[src/rtl/error_calc_sequencer_pkg.sv]
// Shared types for the error_calc front-end sequencer.
// State encoding, default widths and the output flag bundle.
package lcplc_seq_pkg;

  typedef enum logic [1:0] {
    IDLE  = 2'd0,
    RUN   = 2'd1,
    DRAIN = 2'd2
  } seq_state_t;

  localparam int SEQ_DATA_WIDTH_DEF     = 16;
  localparam int SEQ_BLOCK_SIZE_LOG_DEF = 8;
  localparam int SEQ_BAND_WIDTH_DEF     = 8;
  localparam int SEQ_BLOCK_CNT_WIDTH_DEF = 12;

  typedef struct packed {
    logic last_s;
    logic last_b;
    logic last_i;
    logic first_band;
  } seq_flags_t;

endpackage

[src/rtl/error_calc_sequencer_axis_stage.sv]
// Single-entry valid/ready register slice.
// Accepts a new word while draining the held one, so no bubble.
module seq_axis_stage #(
  parameter int WIDTH = 8
) (
  input  logic             clk,
  input  logic             rst,
  input  logic             in_valid,
  output logic             in_ready,
  input  logic [WIDTH-1:0] in_data,
  output logic             out_valid,
  input  logic             out_ready,
  output logic [WIDTH-1:0] out_data
);

  logic             valid_q, valid_d;
  logic [WIDTH-1:0] data_q, data_d;

  assign in_ready  = !valid_q || out_ready;
  assign out_valid = valid_q;
  assign out_data  = data_q;

  // Load on input handshake, otherwise empty on output handshake.
  always_comb begin
    valid_d = valid_q;
    data_d  = data_q;
    if (in_valid && in_ready) begin
      valid_d = 1'b1;
      data_d  = in_data;
    end else if (out_ready) begin
      valid_d = 1'b0;
    end
  end

  // Slice register with synchronous active-low clear.
  always_ff @(posedge clk) begin
    if (!rst) begin
      valid_q <= 1'b0;
      data_q  <= '0;
    end else begin
      valid_q <= valid_d;
      data_q  <= data_d;
    end
  end

endmodule

[src/rtl/error_calc_sequencer.sv]
// Tags a raw sample stream with slice/band/image boundary flags.
// Define ERROR_CALC_SEQ_PROGRESS_EN to expose cur_band/cur_block.
module error_calc_sequencer
  import lcplc_seq_pkg::*;
#(
  parameter int DATA_WIDTH      = SEQ_DATA_WIDTH_DEF,
  parameter int BLOCK_SIZE_LOG  = SEQ_BLOCK_SIZE_LOG_DEF,
  parameter int BAND_WIDTH      = SEQ_BAND_WIDTH_DEF,
  parameter int BLOCK_CNT_WIDTH = SEQ_BLOCK_CNT_WIDTH_DEF
) (
  input  logic                       clk,
  input  logic                       rst,
  input  logic                       cfg_valid,
  output logic                       cfg_ready,
  input  logic [BAND_WIDTH-1:0]      cfg_bands,
  input  logic [BLOCK_CNT_WIDTH-1:0] cfg_blocks,
  input  logic                       x_in_valid,
  output logic                       x_in_ready,
  input  logic [DATA_WIDTH-1:0]      x_in_data,
  output logic                       x_out_valid,
  input  logic                       x_out_ready,
  output logic [DATA_WIDTH-1:0]      x_out_data,
  output logic                       x_out_last_s,
  output logic                       x_out_last_b,
  output logic                       x_out_last_i,
  output logic                       x_out_first_band,
  output logic                       busy
`ifdef ERROR_CALC_SEQ_PROGRESS_EN
  ,
  output logic [BAND_WIDTH-1:0]      cur_band,
  output logic [BLOCK_CNT_WIDTH-1:0] cur_block
`endif
);

  localparam int FW = $bits(seq_flags_t);
`ifdef ERROR_CALC_SEQ_PROGRESS_EN
  localparam int PW = DATA_WIDTH + FW + BAND_WIDTH + BLOCK_CNT_WIDTH;
`else
  localparam int PW = DATA_WIDTH + FW;
`endif

  seq_state_t                 state_q, state_d;
  logic [BLOCK_SIZE_LOG-1:0]  sample_q, sample_d;
  logic [BAND_WIDTH-1:0]      band_q, band_d;
  logic [BAND_WIDTH-1:0]      bands_q, bands_d;
  logic [BLOCK_CNT_WIDTH-1:0] block_q, block_d;
  logic [BLOCK_CNT_WIDTH-1:0] blocks_q, blocks_d;

  seq_flags_t flags;
  seq_flags_t out_flags;
  logic       st_in_valid;
  logic       st_in_ready;
  logic       in_fire;
  logic       cfg_fire;
  logic       out_fire;
  logic [PW-1:0] st_in_data;
  logic [PW-1:0] st_out_data;

  assign cfg_ready   = rst && (state_q == IDLE);
  assign busy        = (state_q != IDLE);
  assign st_in_valid = x_in_valid && (state_q == RUN);
  assign x_in_ready  = st_in_ready && (state_q == RUN);
  assign in_fire     = st_in_valid && st_in_ready;
  assign cfg_fire    = cfg_valid && cfg_ready;
  assign out_fire    = x_out_valid && x_out_ready;

  // Boundary flags for the sample about to be accepted.
  always_comb begin
    flags.last_s     = &sample_q;
    flags.last_b     = flags.last_s && (band_q == bands_q);
    flags.last_i     = flags.last_b && (block_q == blocks_q);
    flags.first_band = (band_q == '0);
  end

`ifdef ERROR_CALC_SEQ_PROGRESS_EN
  assign st_in_data = {x_in_data, flags, band_q, block_q};
  assign {x_out_data, out_flags, cur_band, cur_block} = st_out_data;
`else
  assign st_in_data = {x_in_data, flags};
  assign {x_out_data, out_flags} = st_out_data;
`endif

  assign x_out_last_s     = out_flags.last_s;
  assign x_out_last_b     = out_flags.last_b;
  assign x_out_last_i     = out_flags.last_i;
  assign x_out_first_band = out_flags.first_band;

  // Sequencer FSM and nested sample/band/block counters.
  always_comb begin
    state_d  = state_q;
    sample_d = sample_q;
    band_d   = band_q;
    block_d  = block_q;
    bands_d  = bands_q;
    blocks_d = blocks_q;
    unique case (state_q)
      IDLE: begin
        if (cfg_fire) begin
          bands_d  = cfg_bands;
          blocks_d = cfg_blocks;
          sample_d = '0;
          band_d   = '0;
          block_d  = '0;
          state_d  = RUN;
        end
      end
      RUN: begin
        if (in_fire) begin
          sample_d = sample_q + BLOCK_SIZE_LOG'(1);
          if (flags.last_s) begin
            band_d = flags.last_b ? '0
                                  : band_q + BAND_WIDTH'(1);
          end
          if (flags.last_b) begin
            block_d = flags.last_i ? '0
                                   : block_q + BLOCK_CNT_WIDTH'(1);
          end
          if (flags.last_i) begin
            state_d = DRAIN;
          end
        end
      end
      DRAIN: begin
        if (!x_out_valid || out_fire) begin
          state_d = IDLE;
        end
      end
      default: state_d = IDLE;
    endcase
  end

  // State and counter registers.
  always_ff @(posedge clk) begin
    if (!rst) begin
      state_q  <= IDLE;
      sample_q <= '0;
      band_q   <= '0;
      block_q  <= '0;
      bands_q  <= '0;
      blocks_q <= '0;
    end else begin
      state_q  <= state_d;
      sample_q <= sample_d;
      band_q   <= band_d;
      block_q  <= block_d;
      bands_q  <= bands_d;
      blocks_q <= blocks_d;
    end
  end

  seq_axis_stage #(
    .WIDTH (PW)
  ) u_stage (
    .clk       (clk),
    .rst       (rst),
    .in_valid  (st_in_valid),
    .in_ready  (st_in_ready),
    .in_data   (st_in_data),
    .out_valid (x_out_valid),
    .out_ready (x_out_ready),
    .out_data  (st_out_data)
  );

endmodule

[config.mk]
export PLATFORM = sky130hd
export DESIGN_NAME = error_calc_sequencer
export DESIGN_NICKNAME = d
export VERILOG_FILES = /design/src/rtl/error_calc_sequencer_pkg.sv /design/src/rtl/error_calc_sequencer_axis_stage.sv /design/src/rtl/error_calc_sequencer.sv
export SDC_FILE = /design/constraint.sdc
export NUM_CORES = 1
export LEC_CHECK = 0
export ABC_AREA = 1
export CORE_MARGIN = 2
export CORE_UTILIZATION = 55
export DETAILED_ROUTE_END_ITERATION = 12
export DONT_BUFFER_PORTS = 1
export PLACE_DENSITY = 0.74
export SYNTH_ARGS = -nofsm -noshare
export SYNTH_HDL_FRONTEND = slang
export SYNTH_SLANG_ARGS = --single-unit
[constraint.sdc]
create_clock -name clk -period 4.1 [get_ports clk]
set_clock_uncertainty 0.15 [all_clocks]
set_input_delay 0.82 -clock clk [delete_from_list [all_inputs] [get_ports clk]]
set_output_delay 0.82 -clock clk [all_outputs]
set_load 0.01 [all_outputs]
=== Yosys cells after proc, flatten, opt, wreduce, memory -nomap -nowiden ===
Index checks and enable logic that the tools add are counted.

* Mux-type cells: 19
* Bitwise logic cells: 0
* $lt $le $gt $ge: 0
* Reductions and logical operators: 22
* Divide/modulo/power cells: 0
* Add/subtract/negate cells: 3
* Shift operators: 0
* Multiply operators: 0
* Eq/ne operators: 10

{| class="wikitable"
|+ Operators by type and width
! cell !! count
|-
| 12-bit two-way mux || 4
|-
| 8-bit two-way mux || 5
|-
| 8-bit case mux with 2 select lines || 2
|-
| 12-bit case mux with 2 select lines || 1
|-
| 8-bit by 1-bit adder with 8-bit output (second input constant) || 2
|-
| 12-bit by 1-bit adder with 12-bit output (second input constant) || 1
|-
| 12-bit equality test || 1
|-
| 4-bit AND reduction || 3
|-
| 2-bit inequality test (second input constant) || 5
|-
| 8-bit equality test || 1
|-
| 1-bit logical AND || 8
|-
| 8-bit logical NOT || 1
|-
| 2-bit two-way mux || 4
|-
| 8-bit AND reduction || 1
|-
| 2-bit case mux with 3 select lines || 1
|-
| 2-bit nonzero test || 3
|-
| 3-bit AND reduction || 1
|-
| 2-bit by 1-bit equality test with 1-bit output (second input constant) || 1
|-
| 2-bit equality test (second input constant) || 1
|-
| 2-bit logical NOT || 1
|-
| 1-bit logical OR || 2
|-
| 1-bit two-way mux || 2
|-
| 2-bit by 1-bit inequality test with 1-bit output (second input constant) || 1
|-
| 2-bit AND reduction || 1
|-
| 1-bit logical NOT || 1
|}

* Register bits after elaboration: 71
* Latch bits: 0
* RAM bits: 0
* Output and inout bits: 24
* Memory bits (read-only): 0
* Input port bits: 41
* Memories kept: 0

=== Longest topological paths before layout ===
* Depth after elaboration: 7
* Gate-level depth with buffers: 13
* Depth with buffers taken out: 13

=== Hierarchy ===
Synthesis repeated with hierarchy kept, for this count alone.

* Cell total of the unflattened synthesis: 497
* Area total of the unflattened synthesis: 3552.2 µm²

{| class="wikitable"
|+ By module, submodules not included
! module !! area each (µm²) !! sequential area each (µm²) !! instances !! cells an instance
|-
| error_calc_sequencer || 2549.9 || 1001.0 || 1 || 361
|-
| seq_axis_stage || 1002.2 || 420.4 || 1 || 136
|}

=== Worst setup path after synthesis ===
No wires, ideal clock.

* Path type: input to output
* From: in rst
* To: out cfg_ready
* Data arrival time: 1378 ps
* Cell stages on the path: 3
* Slack: 1752 ps
* Data required time: 3130 ps
* Cells stage by stage: inv_1 -> nor2_1 -> clkbuf_1

* Cells in the longest elaborated chain, start to end: 1

{| class="wikitable"
|+ RTL lines
! what !! line !! source
|-
| from (decl) || error_calc_sequencer.sv:12 || <nowiki>input logic rst,</nowiki>
|-
| 1-bit logical AND || error_calc_sequencer.sv:59 || <nowiki>assign cfg_ready = rst && (state_q == IDLE);</nowiki>
|-
| to (decl) || error_calc_sequencer.sv:14 || <nowiki>output logic cfg_ready,</nowiki>
|}

Every way passes these cells.

=== Worst setup path after layout ===
* From: reg state_q[0]
* To: reg band_q[5]

* Cells in the longest elaborated chain, start to end: 5
* Elaborated cells between the ends (all ways): 12
* Those cells by class: eq/ne (4); mux (1); reduce/logical (7)

{| class="wikitable"
|+ RTL lines
! what !! line !! source
|-
| from (decl) || error_calc_sequencer.sv:42 || <nowiki>seq_state_t state_q, state_d;</nowiki>
|-
| from (signal assigned) || error_calc_sequencer.sv:142 || <nowiki>state_q <= state_d;</nowiki>
|-
| 2-bit by 1-bit equality test with 1-bit output / 2-bit logical NOT (equally long branches) || error_calc_sequencer.sv:61, error_calc_sequencer.sv:96, error_calc_sequencer.sv:59 ||
|-
| 1-bit logical AND, on equally long branches || error_calc_sequencer.sv:61, error_calc_sequencer.sv:59 ||
|-
| 1-bit logical AND, on equally long branches || error_calc_sequencer.sv:63, error_calc_sequencer.sv:64 ||
|-
| 2-bit inequality test (no line) || -- ||
|-
| 4-bit AND reduction (no line) || -- ||
|-
| to (signal assigned) || error_calc_sequencer.sv:144 || <nowiki>band_q <= band_d;</nowiki>
|-
| to (decl) || error_calc_sequencer.sv:44 || <nowiki>logic [BAND_WIDTH-1:0] band_q, band_d;</nowiki>
|}

Parallel ways exist; a longest one is shown, timed or not.
A chain may end at the register's enable or synchronous reset.

==> run metrics <==
status complete, no violations; Detailed Route WL approximately 7300 µm; multi-input logic area 1620 µm²; nets 525; total number of vias 2,995; P_sw 0.431 mW; WS Path Type register to register; DR WL/cell 13.1 µm; Core Footprint 5890 µm²; Tmin final 2.83 ns; Yosys warning total 0; GRT overflow 0; DRT Pass-1 Iters 4; RSZ-0062 raised after global routing no; post-route ant nets 0; period utilization 69.0%; Final Non-Filler Cells 560; die extent in x between 80 and 90 µm; share of layout cells above drive strength 1 8.45%; largest net degree at the start of global routing 42; total track usage 23.2%; CTS clk-pin slew, worst paths 0.08 ns; Vias/cell ~5.3; final-report max-slew violation count 0; reg-to-reg endpoint band_q[5]; worst hold slack roughly 0.34 ns; Leakage 1.55 nW; initial antenna violation count 0; Post-CTS Setup Bufs 0; MaxCap Viol Count 0; Chip Height approximately 80 µm; RD Place Congestion roughly 0.91; Detailed Route Iter0 Violations between 100 and 150; Fillers 542; htree depth 3; vias in the first global route 2,621; worst slew pin tran 0.664 ns; total power 1.57 mW; combinational cell fraction of total power between 10% and 20%; DIE AREA ~6700 µm²; post-route setup slack ~1.3 ns; Hold EP blocks_q[2]; DPL Wire Length 5220 µm; Syn Area/Cell 6.91 µm²; post-synthesis sequential area ratio 42.5%; peak supply drop 274 µV; I/O pin cnt 65; min-delay worst type register to register; FP Rows 28; startpoint types register; worst skew pair latency 0.36 ns; HP Start blocks_q[2]; most area-consuming cells after synthesis dfxtp_1 (42%), nand2_1 (12%), nand3_1 (7.9%); first-pass GRT wire length 11,800 µm; syn_nets 529; Final Hold Vio Count 0; Resized Gates After CTS 0; R2R depth 9; IO buf count 0; Yosys top cell area share 42.5%; Sw Share between 20% and 30%; Hold Path Stages 2; Cells after Synth between 400 and 500; Clock Tree Buf Depth 2; CTS tree yes; Synth cell types 29; r2r setup slk 1.27 ns; Max-slew headroom 55.6%; pre-CTS setup slack 1.22 ns; area occupied by registers around 1400 µm²; Critical Path Fanout Max 21; Pwr Density 436 nW/µm²; clk sink count 71; # diodes 0; clk root buf clkbuf_8; Post-Place Cells 544; R2R Path Start state_q[0]; dominant cell type by area after synthesis dfxtp_1; Max Fclk 0.354 GHz; Arrival @ worst endpoint roughly 2.9 ns; hold_buf cts 0; Final Setup Violations 0; Worst Path Required around 4.2 ns; synthesized area 3340 µm²; part of the power in registers 48.8%; CP endpoint kind register; initial core utilization 56.8%; Layout area overhead 7.59%; clock share of power between 30% and 40%; # DRC 0; total negative slack 0 ns; synthesized flop and latch total between 70 and 80; Inserted Clock Buffers 9; Int Pwr 1.14 mW
## registers in the layout, summed over array words and instances, names as in the netlist
| signal | count |
|---|---|
| u_stage.out_data | 20 |
| block_q | 12 |
| blocks_q | 12 |
| band_q | 8 |
| bands_q | 8 |
| sample_q | 8 |
| state_q | 2 |
| u_stage.out_valid | 1 |
## Yosys cell counts
cell type / count
inv_1: 54
ha_1: 4
a31oi_1: 2
nor3_1: 10
nor2_1: 69
a211oi_1: 1
nand3b_1: 2
buf_6: 1
xnor2_1: 10
buf_1: 2
nor2_4: 1
o21ai_1: 1
clkbuf_1: 11
dfxtp_1: 71
inv_2: 7
a21oi_1: 15
nand4_1: 3
nand2_1: 105
o21ai_2: 3
o21ai_0: 38
xor2_1: 3
nand3_2: 1
nand2_2: 5
buf_2: 3
nor3b_1: 2
nor2_2: 4
nand3_1: 53
nor4_1: 1
o21bai_4: 2
## power groups by stage
stage | registers (mW) | clock network, mW | logic [mW]
finish | 0.766 | 0.621 | 0.183
global route | 0.772 | 0.662 | 0.210
CTS | 0.766 | 0.629 | 0.182
detailed placement | 0.782 | 0 | 0.181
global placement | 0.782 | 0 | 0.177
floorplan | 0.776 | 0 | 0.157
## layer usage
layer  vias to the layer above  GRT usage [%]  share of wire, %
li1                       1525              -                 -
met1                      1358           29.4                46
met2                        96           36.3                45
met3                        16           7.14               6.8
met4                         0           10.2               2.3
met5                         -              0                 0
## worst max-delay path: stages, from the launching register on
cell     delay (ns)
dfxtp_1        0.37
inv_2          0.07
nor2_2         0.33
nand3_1        0.58
nand2_2        0.44
nand2_1        0.23
inv_1          0.21
nand2_1        0.11
nor3_1         0.15
nor3_1         0.07
## per-stage QoR
step / instance area [µm²] / util, %
2_1_floorplan: 3340 / -
3_3_place_gp: 3380 / 57.4
3_5_place_dp: 3380 / 57.4
4_1_cts: 3600 / 61.1
5_1_grt: 3600 / 61.1
6_report: 3600 / 61.1
## kinds of logic (layout without fill, tap and decap cells)
kind of cell	Yosys count	after routing	share of synthesized area (%)
buf+inv	78	79	9.09
compound gates	62	62	10.6
flops	71	71	42.5
xor+xnor	13	13	3.40
simple gates	256	256	32.9
fa+ha+maj	4	4	1.50
## worst max path at each step
stage                      startpoint          end  slack (ns)
final                      state_q[0]    band_q[5]        1.27
after global routing       state_q[0]  sample_q[7]        1.00
after CTS                  state_q[0]    band_q[5]        1.34
after detailed placement  x_out_ready    band_q[5]        1.22
after global placement    x_out_ready  sample_q[6]        1.31
after floorplan                   rst    cfg_ready        1.75
## area by class of cell
cell class              instances  share of cell area, %
flip-flops and latches         71                   39.5
well taps                      75                   2.61
inverters                      61                   6.36
clock buffers                   9                   3.44
multi-input cells             335                   45.0
clock inverters                 7                   2.68
repair buffers                  2                  0.417
## cell usage in the layout (no fill, tap or decap), types with 4 or more instances in the layout
cell,instances
a21oi_1,15
clkbuf_8,9
dfxtp_1,71
ha_1,4
inv_1,54
inv_2,7
nand2_1,105
nand2_2,5
nand3_1,53
nor2_1,69
nor2_2,4
nor3_1,10
o21ai_0,38
xnor2_1,10
No activity file was read; power rests on OpenSTA's default activity.
